### config.mk
export PLATFORM = sky130hd
export DESIGN_NAME = clk_gen_nco
export DESIGN_NICKNAME = d
export VERILOG_FILES = /design/src/rtl/clk_gen_nco.sv
export SDC_FILE = /design/constraint.sdc
export NUM_CORES = 1
export LEC_CHECK = 0
export ABC_AREA = 1
export BUFFER_PORTS_ARGS = -buffer_cell sky130_fd_sc_hd__buf_2
export CORE_MARGIN = 8
export CORE_UTILIZATION = 26
export CTS_CLUSTER_SIZE = 28
export DETAILED_ROUTE_END_ITERATION = 16
export PLACE_DENSITY = 0.44
export SYNTH_ARGS = -nofsm -noshare
export SYNTH_HDL_FRONTEND = slang
export SYNTH_SLANG_ARGS = --single-unit
### constraint.sdc
create_clock -name CLK_50M -period 4.1 [get_ports CLK_50M]
set_input_delay 0.205 -clock CLK_50M [delete_from_list [all_inputs] [get_ports CLK_50M]]
set_output_delay 0.205 -clock CLK_50M [all_outputs]
set_load 0.05 [all_outputs]
### src/rtl/clk_gen_nco.sv
// clk_gen_nco
//   Programmable square-wave generator running from the 50 MHz system clock.
//   A modulo-SYS_HZ phase accumulator adds 2*F each cycle. Each wrap toggles
//   CLK_OUT, so the long-term output frequency is exactly F Hz.
//   Frequency changes made while running are applied only on a CLK_OUT fall,
//   so no high phase is ever cut short.
//
// Ports
//   CLK_50M   in   system clock (single domain)
//   RST_N     in   asynchronous active-low reset
//   GEN_EN    in   1 = run, 0 = stop after the current high phase
//   FREQ_HZ   in   requested frequency in Hz, sampled with FREQ_VLD
//   FREQ_VLD  in   one-cycle load request
//   FREQ_BUSY out  an accepted request is waiting for the next fall
//   FREQ_ACK  out  one-cycle pulse when a new frequency takes effect
//   FREQ_ERR  out  one-cycle pulse when a request is rejected
//   CLK_OUT   out  generated clock (registered)
module clk_gen_nco #(
    parameter int SYS_HZ  = 50000000,
    parameter int FMAX_HZ = 12500000
) (
    input  logic        CLK_50M,
    input  logic        RST_N,
    input  logic        GEN_EN,
    input  logic [31:0] FREQ_HZ,
    input  logic        FREQ_VLD,
    output logic        FREQ_BUSY,
    output logic        FREQ_ACK,
    output logic        FREQ_ERR,
    output logic        CLK_OUT
);

    localparam logic [26:0] SYS_C  = 27'(SYS_HZ);
    localparam logic [31:0] FMAX_C = 32'(FMAX_HZ);

    typedef enum logic [1:0] {
        ST_IDLE,
        ST_RUN,
        ST_PEND,
        ST_STOP
    } state_t;

    state_t      state_q, state_d;
    logic [25:0] acc_q, acc_d;
    logic [26:0] inc_q, inc_d;
    logic [31:0] freq_cur_q, freq_cur_d;
    logic [31:0] freq_new_q, freq_new_d;
    logic        clk_q, clk_d;
    logic        ack_q, ack_d;
    logic        err_q, err_d;

    logic [26:0] sum;
    logic        wrap;
    logic [25:0] acc_step;
    logic        clk_step;
    logic        fall;
    logic        req_ok;

    always_comb begin
        // inc <= SYS_HZ/2 guarantees at most one wrap per cycle
        sum      = {1'b0, acc_q} + inc_q;
        wrap     = (sum >= SYS_C);
        acc_step = wrap ? 26'(sum - SYS_C) : sum[25:0];
        clk_step = clk_q ^ wrap;
        fall     = wrap & clk_q;
        // only one request may be outstanding at a time
        req_ok   = FREQ_VLD && (FREQ_HZ <= FMAX_C) && (state_q != ST_PEND);
    end

    always_comb begin
        state_d    = state_q;
        acc_d      = acc_q;
        inc_d      = inc_q;
        freq_cur_d = freq_cur_q;
        freq_new_d = freq_new_q;
        clk_d      = clk_q;
        ack_d      = 1'b0;
        err_d      = FREQ_VLD && !req_ok;

        case (state_q)
            ST_IDLE: begin
                acc_d = '0;
                clk_d = 1'b0;
                if (req_ok) begin
                    freq_cur_d = FREQ_HZ;
                    inc_d      = {FREQ_HZ[25:0], 1'b0};
                    ack_d      = 1'b1;
                end
                if (GEN_EN && freq_cur_q != '0) state_d = ST_RUN;
            end
            ST_RUN: begin
                acc_d = acc_step;
                clk_d = clk_step;
                if (req_ok) begin
                    freq_new_d = FREQ_HZ;
                    state_d    = ST_PEND;
                end else if (!GEN_EN) begin
                    state_d = ST_STOP;
                end
            end
            ST_PEND: begin
                // keep the old rate until the fall, then restart phase at 0
                acc_d = acc_step;
                clk_d = clk_step;
                if (fall) begin
                    freq_cur_d = freq_new_q;
                    inc_d      = {freq_new_q[25:0], 1'b0};
                    acc_d      = '0;
                    ack_d      = 1'b1;
                    state_d    = (freq_new_q == '0 || !GEN_EN) ? ST_IDLE : ST_RUN;
                end
            end
            ST_STOP: begin
                if (req_ok) begin
                    freq_cur_d = FREQ_HZ;
                    inc_d      = {FREQ_HZ[25:0], 1'b0};
                    ack_d      = 1'b1;
                end
                if (GEN_EN && freq_cur_d != '0) begin
                    // resume without touching the phase
                    acc_d   = acc_step;
                    clk_d   = clk_step;
                    state_d = ST_RUN;
                end else if (!clk_q) begin
                    acc_d   = '0;
                    state_d = ST_IDLE;
                end else begin
                    // finish the high phase in full before going idle
                    acc_d = acc_step;
                    clk_d = clk_step;
                    if (fall) begin
                        acc_d   = '0;
                        state_d = ST_IDLE;
                    end
                end
            end
            default: state_d = ST_IDLE;
        endcase
    end

    always_ff @(posedge CLK_50M or negedge RST_N) begin
        if (!RST_N) begin
            state_q    <= ST_IDLE;
            acc_q      <= '0;
            inc_q      <= '0;
            freq_cur_q <= '0;
            freq_new_q <= '0;
            clk_q      <= 1'b0;
            ack_q      <= 1'b0;
            err_q      <= 1'b0;
        end else begin
            state_q    <= state_d;
            acc_q      <= acc_d;
            inc_q      <= inc_d;
            freq_cur_q <= freq_cur_d;
            freq_new_q <= freq_new_d;
            clk_q      <= clk_d;
            ack_q      <= ack_d;
            err_q      <= err_d;
        end
    end

    assign CLK_OUT   = clk_q;
    assign FREQ_BUSY = (state_q == ST_PEND);
    assign FREQ_ACK  = ack_q;
    assign FREQ_ERR  = err_q;

endmodule

# Word level (Yosys, flattened, before mapping)

Index checks and enable logic that the tools add are counted.

Logic and storage cells: 70
Bits in registers: 122

Reductions and logical operators: 20
Order comparisons: 2
Mux-type cells: 27
Bitwise operators: 2
Add/sub/neg operators: 2
Equality and inequality tests: 9

Operator list:

| cell                     | number |
|---|---|
| $mux W26                 | 4 |
| $pmux W26 S4             | 1 |
| $mux W32                 | 3 |
| $pmux W32 S3             | 1 |
| $reduce_bool A32 Y1      | 2 |
| $mux W27                 | 2 |
| $pmux W27 S2             | 1 |
| $le A32 B24 Y1 const B   | 1 |
| $logic_not A32 Y1        | 1 |
| $add A26 B27 Y27         | 1 |
| $ge A27 B26 Y1 const B   | 1 |
| $sub A26 B26 Y26 const B | 1 |
| $mux W2                  | 7 |
| $pmux W2 S4              | 1 |
| $logic_and A1 B1 Y1      | 5 |
| $mux W1                  | 5 |
| $eq A2 B2 Y1 const B     | 2 |
| $ne A2 B1 Y1 const B     | 2 |
| $ne A2 B2 Y1 const B     | 2 |
| $ne A4 B4 Y1 const B     | 1 |
| $reduce_and A2 Y1        | 2 |
| $reduce_and A4 Y1        | 1 |
| $reduce_or A2 Y1         | 2 |
| $ne A3 B3 Y1 const B     | 1 |
| 11 further kinds         | 12 |

# Longest topological paths before layout

Depth after elaboration: 9
Mapped depth: 26
Depth with buffers taken out: 25

# Worst setup path before layout

Ideal clock, no wire load.

Path type: reg2reg
Start point: reg inc_q[1]
End point: reg freq_cur_q[10]
Period minus slack after synthesis: 3.920 ns
Data required time: 4.017 ns
Cell stages (with the launch flop): 26
Setup slack: 0.180 ns
Setup time: 0.083 ns
Arrival: 3.838 ns
Cell sequence: dfrtp_1 -> ha_1 -> inv_1 -> fa_1 -> nand3b_1 -> nand2_1 -> nand2_1 -> nand2_1 -> xor2_1 -> inv_1 -> ha_1 -> inv_1 -> nor2_1 -> nand3_1 -> nand4_1 -> nand2_1 -> nand2_1 -> nand3_4 -> buf_6 -> ha_1 -> nor2_1 -> nor2_1 -> clkbuf_1 -> clkbuf_1 -> o21ai_0 -> o22ai_1

Longest elaborated chain between the ends: 5

RTL lines:

| element                     | line | text |
|---|---|---|
| start: declaration          | 45   | `logic [26:0] inc_q, inc_d;` |
| start signal: assignment    | 154  | `inc_q <= inc_d;` |
| $add A26 B27 Y27            | 61   | `sum = {1'b0, acc_q} + inc_q;` |
| $ge A27 B26 Y1              | 62   | `wrap = (sum >= SYS_C);` |
| $and A1 B1 Y1               | 65   | `fall = wrap & clk_q;` |
| $ne A2 B1 Y1 (no line)      | -    |  |
| $reduce_and A2 Y1 (no line) | -    |  |
| end signal: assignment      | 155  | `freq_cur_q <= freq_cur_d;` |
| end: declaration            | 46   | `logic [31:0] freq_cur_q, freq_cur_d;` |

Every way passes these cells.
A chain may end at the register's enable or synchronous reset.

# Worst setup path after layout

Start point: reg inc_q[1]
End point: reg acc_q[20]

Longest elaborated chain between the ends: 7

RTL lines:

| element                                            | line     | text |
|---|---|---|
| $add A26 B27 Y27 *                                 | 61       |  |
| $sub A26 B26 Y26 or $ge A27 B26 Y1 (tied branches) | 63, 62   |  |
| $mux W26 or $and A1 B1 Y1 (tied branches)          | 63, 65   |  |
| $mux W26                                           | 105, 131 |  |
| $mux W26                                           | 124      | `end else if (!clk_q) begin` |
| $mux W26                                           | 119      | `if (GEN_EN && freq_cur_d != '0) begin` |
| $pmux W26 S4 *                                     | 80       | `case (state_q)` |
| via acc_d[20]                                      | 44       | `logic [25:0] acc_q, acc_d;` |
| end signal: assignment                             | 144      | `acc_q <= '0;` |
| end signal: assignment                             | 153      | `acc_q <= acc_d;` |
| end: declaration                                   | 44       |  |

Mark *: on every way through the listed nets, which the timed path passes. The rest lies on a longest branch.

==> flow_summary_export.csv <==
group,metric,value,unit
critical_path,crit_required,4.40,ns
run_status,outcome,"finished clean",
clocking,clk_path_buf_depth,2,
worst_hold_path,min_path_type,"in -> reg",
synth,synth_top_area_share,37.4,%
layout,diodes,0,
route,viasPerCell,4.73,
layout,final_util,30.6,%
route,drt_first_pass_iters,5,
sta,tightest_slew,0.983,ns
layout,fillers,3395,
route,postRouteAntennaNets,0,
layout,syn_to_final_growth,15.6,%
sta,rsz0062_at_grt,"true",
clocking,htree_num_levels,4,
floorplan,fp.dieW,193,µm
critical_path,crit_top_cell,"nand2_1",
critical_path,start_kind,"flop",
sta,hold_violations,0,
power_and_ir_drop,leakage,0.00475,µW
synth,synth.area.top_cells,"dfrtp_1, nand2_1, nor2_1",
floorplan,start_util,26.4,%
sta,timing.final.crit_share,93.1,%
global_route,grt_pass1_wl,42300,µm
sta,period_needed,3.82,ns
place,dp.final_hpwl,19800,µm
synth,netlist_area,0.00810,mm²
synth,syn_nets,1253,
clocking,clk_latency,0.43,ns
route,wirelength,26200,µm
global_route,grt_pass1_vias,7516,
clocking,clock-sinks,121,
floorplan,die_h,193,µm
clocking,clk_pin_slew,0.06,ns
global_route,antenna_found_initial,0,
critical_path,crit_path_end_kind,"flop",
layout,drive_above_1_share,9.50,%
critical_path,crit_type,"reg -> reg",
global_route,grt_max_degree,72,
sta,setup_tns,0,ns
power_and_ir_drop,peakVddDrop,412,µV
floorplan,pin_count,40,
synth,ys_seq_elements,121,
synth,synth_cell_types,40,
sta,fin_ws,0.281,ns
sta,fmax,262,MHz
route,drt_drc_violations_left,0,
floorplan,die_area,0.0371,mm²
synth,ys_warn_count,0,
critical_path,cp_max_fo,14,
power_and_ir_drop,power_density,966,mW/mm²
global_route,grtUsageTotal,14.5,%
critical_path,cpPeakStageDelay,0.39,ns
place,place_ws,0.141,ns
sta,slew_violations,0,
clocking,cts_root_buffer,"clkbuf_16",
sta,clock_skew,0.0146,ns
global_route,grt_overflow_total,0,
synth,ys_seq_area_share,37.4,%
floorplan,rows,64,
layout,final_nets,1288,
layout,design_area,0.00937,mm²
route,drtIter0Drc,480,
sta,relSlewSlack,34.5,%
place,gp_congestion,0.872,
clocking,cts_made_buffers,17,
critical_path,path_cells,"ha_1, inv_1, fa_1, nand3b_1, nand2_1, nand2_1, nand2_1, xor2_1, inv_1, ha_1, inv_1, nor2_1, nand3_1, nand4_1, nand2_1, nand2_1, nand3_4, ha_1, nor2_2, nor2_4, nand3_4, nand2_4, nor2_1",
critical_path,arrival,4.12,ns
synth,syn_area_per_cell,6.85,µm²
sta,setup_viol,0,
route,avgRoutedWirePerCell,16.1,µm
place,numPortBuffers,39,
job,maxCapViolations,0,
synth,syn_inst,1183,
clocking,cts_tree,"yes",
power_and_ir_drop,power.total,9050,µW
floorplan,core,0.0307,mm²
critical_path,cp_slowest_cell,"fa_1",
place,post_dp_cell_area,0.00871,mm²
route,vias,7702,
synth,yosysTopAreaCell,"dfrtp_1",
[placed cells by master (no fill, tap or decap), types with 4 or more instances in the layout]
| cell | synthesis | layout |
|---|---|---|
| a21oi_1 | 55 | 55 |
| a31oi_1 | 24 | 24 |
| buf_2 | 10 | 38 |
| buf_4 | 1 | 15 |
| clkbuf_16 | 0 | 17 |
| clkinvlp_4 | 0 | 4 |
| dfrtp_1 | 121 | 121 |
| ha_1 | 33 | 33 |
| inv_1 | 129 | 128 |
| inv_2 | 5 | 5 |
| mux2_2 | 5 | 5 |
| nand2_1 | 352 | 352 |
| nand3_1 | 83 | 83 |
| nand3b_1 | 6 | 6 |
| nand4_1 | 14 | 14 |
| nor2_1 | 147 | 144 |
| nor2_2 | 3 | 5 |
| nor3_1 | 6 | 6 |
| nor4_1 | 17 | 17 |
| o211ai_1 | 4 | 4 |
| o21ai_0 | 85 | 85 |
| o21ai_1 | 5 | 5 |
| o21bai_1 | 4 | 4 |
| o22ai_1 | 17 | 17 |
| xor2_1 | 5 | 5 |
[flip-flops by register name (all words and copies together) (netlist names)]
name,count
FREQ_ACK,1
acc_q,26
inc_q,26
freq_new_q,32
CLK_OUT,1
freq_cur_q,32
FREQ_ERR,1
state_q,2
[synth_stat cells]
library cell and instances:
a31oi_1 24, nand2_4 1, nand2_1 352, buf_2 10
nand3_4 2, fa_1 1, a221o_1 1, nand3b_1 6
a21boi_0 1, inv_1 129, nor4_1 17, nand2_2 4
o41ai_1 2, xnor2_1 3, a21oi_1 55, and3_1 1
mux2_2 5, o211ai_1 4, nand3_2 2, o21ai_1 5
a21oi_2 1, buf_6 7, dfrtp_1 121, ha_1 33
inv_2 5, o21a_1 1, nor2_2 3, xor2_1 5
o21ai_0 85, o21bai_1 4, buf_1 3, or3_1 1
nor3_2 2, nor3_1 6, clkbuf_1 19, nor2_1 147
nand4_1 14, buf_4 1, o22ai_1 17, nand3_1 83
[path summary, 6_finish.rpt]
kind,start,endpoint,slack [ns],cells past startpoint
setup / recovery,inc_q[1],acc_q[20],0.28,23
hold / removal,FREQ_VLD,FREQ_ERR,0.04,3
setup reg to reg,inc_q[1],acc_q[20],0.28,23
hold reg to reg,freq_new_q[26],freq_new_q[26],0.48,2
max in group asynchronous,RST_N,acc_q[18],2.62,3
min in group asynchronous,RST_N,freq_new_q[24],0.47,2
[where the power goes]
part / internal (µW) / switching [µW]
Clock: 950 / 589
Combinational: 1820 / 3810
Sequential: 1600 / 280
[per-stage QoR]
stage,hold slack [ns],std cells
floorplan,-0.0906,1183
global placement,0.426,1593
detailed placement,0.425,1593
CTS,0.0250,1626
global route,0.0387,1627
finish,0.0420,1627
[worst max-delay path, delay by kind of cell, from the launching register on]
family / cells / cell delay (ns)
and+or+nand+nor: 15 / 1.94
xor gates and xnor gates: 1 / 0.20
DFF: 1 / 0.35
adders and majority gates: 4 / 0.98
buffers and inverters: 3 / 0.21
[cell families (layout without fill, tap and decap cells)]
logic type / Yosys count / in the layout / share of synthesized area [%]
buffers and inverters: 174 / 222 / 8.91
and+or+nand+nor: 641 / 641 / 33.3
DFF: 121 / 121 / 37.4
xor gates and xnor gates: 8 / 8 / 0.865
adders and majority gates: 34 / 34 / 5.34
AOI/OAI and AO/OA: 200 / 200 / 13.5
muxes: 5 / 5 / 0.695
[metal layers]
metal	GRT usage [%]	routed length, µm
met5	0	0
met4	4.91	474
met3	1.93	684
met2	22.9	11900
met1	20.2	13200
[cell type report]
cell class | instances | area [µm²] | area share (%)
multi-input cells | 888 | 4390 | 46.8
clock buffers | 20 | 467 | 4.98
inverters | 134 | 507 | 5.41
well taps | 396 | 495 | 5.29
repair buffers | 56 | 348 | 3.71
clock inverters | 12 | 140 | 1.50
flip-flops and latches | 121 | 3030 | 32.3
[what timing repair did]
| action | 4_1_cts | 5_1_grt |
|---|---|---|
| gates resized for setup | 0 | 7 |
| endpoints found under the hold margin | 47 | 0 |
| hold buffers | 1 | 0 |
| buffers inserted | 0 | 1 |
| setup endpoints to repair | 0 | 48 |
No activity file was read; power rests on OpenSTA's default activity.
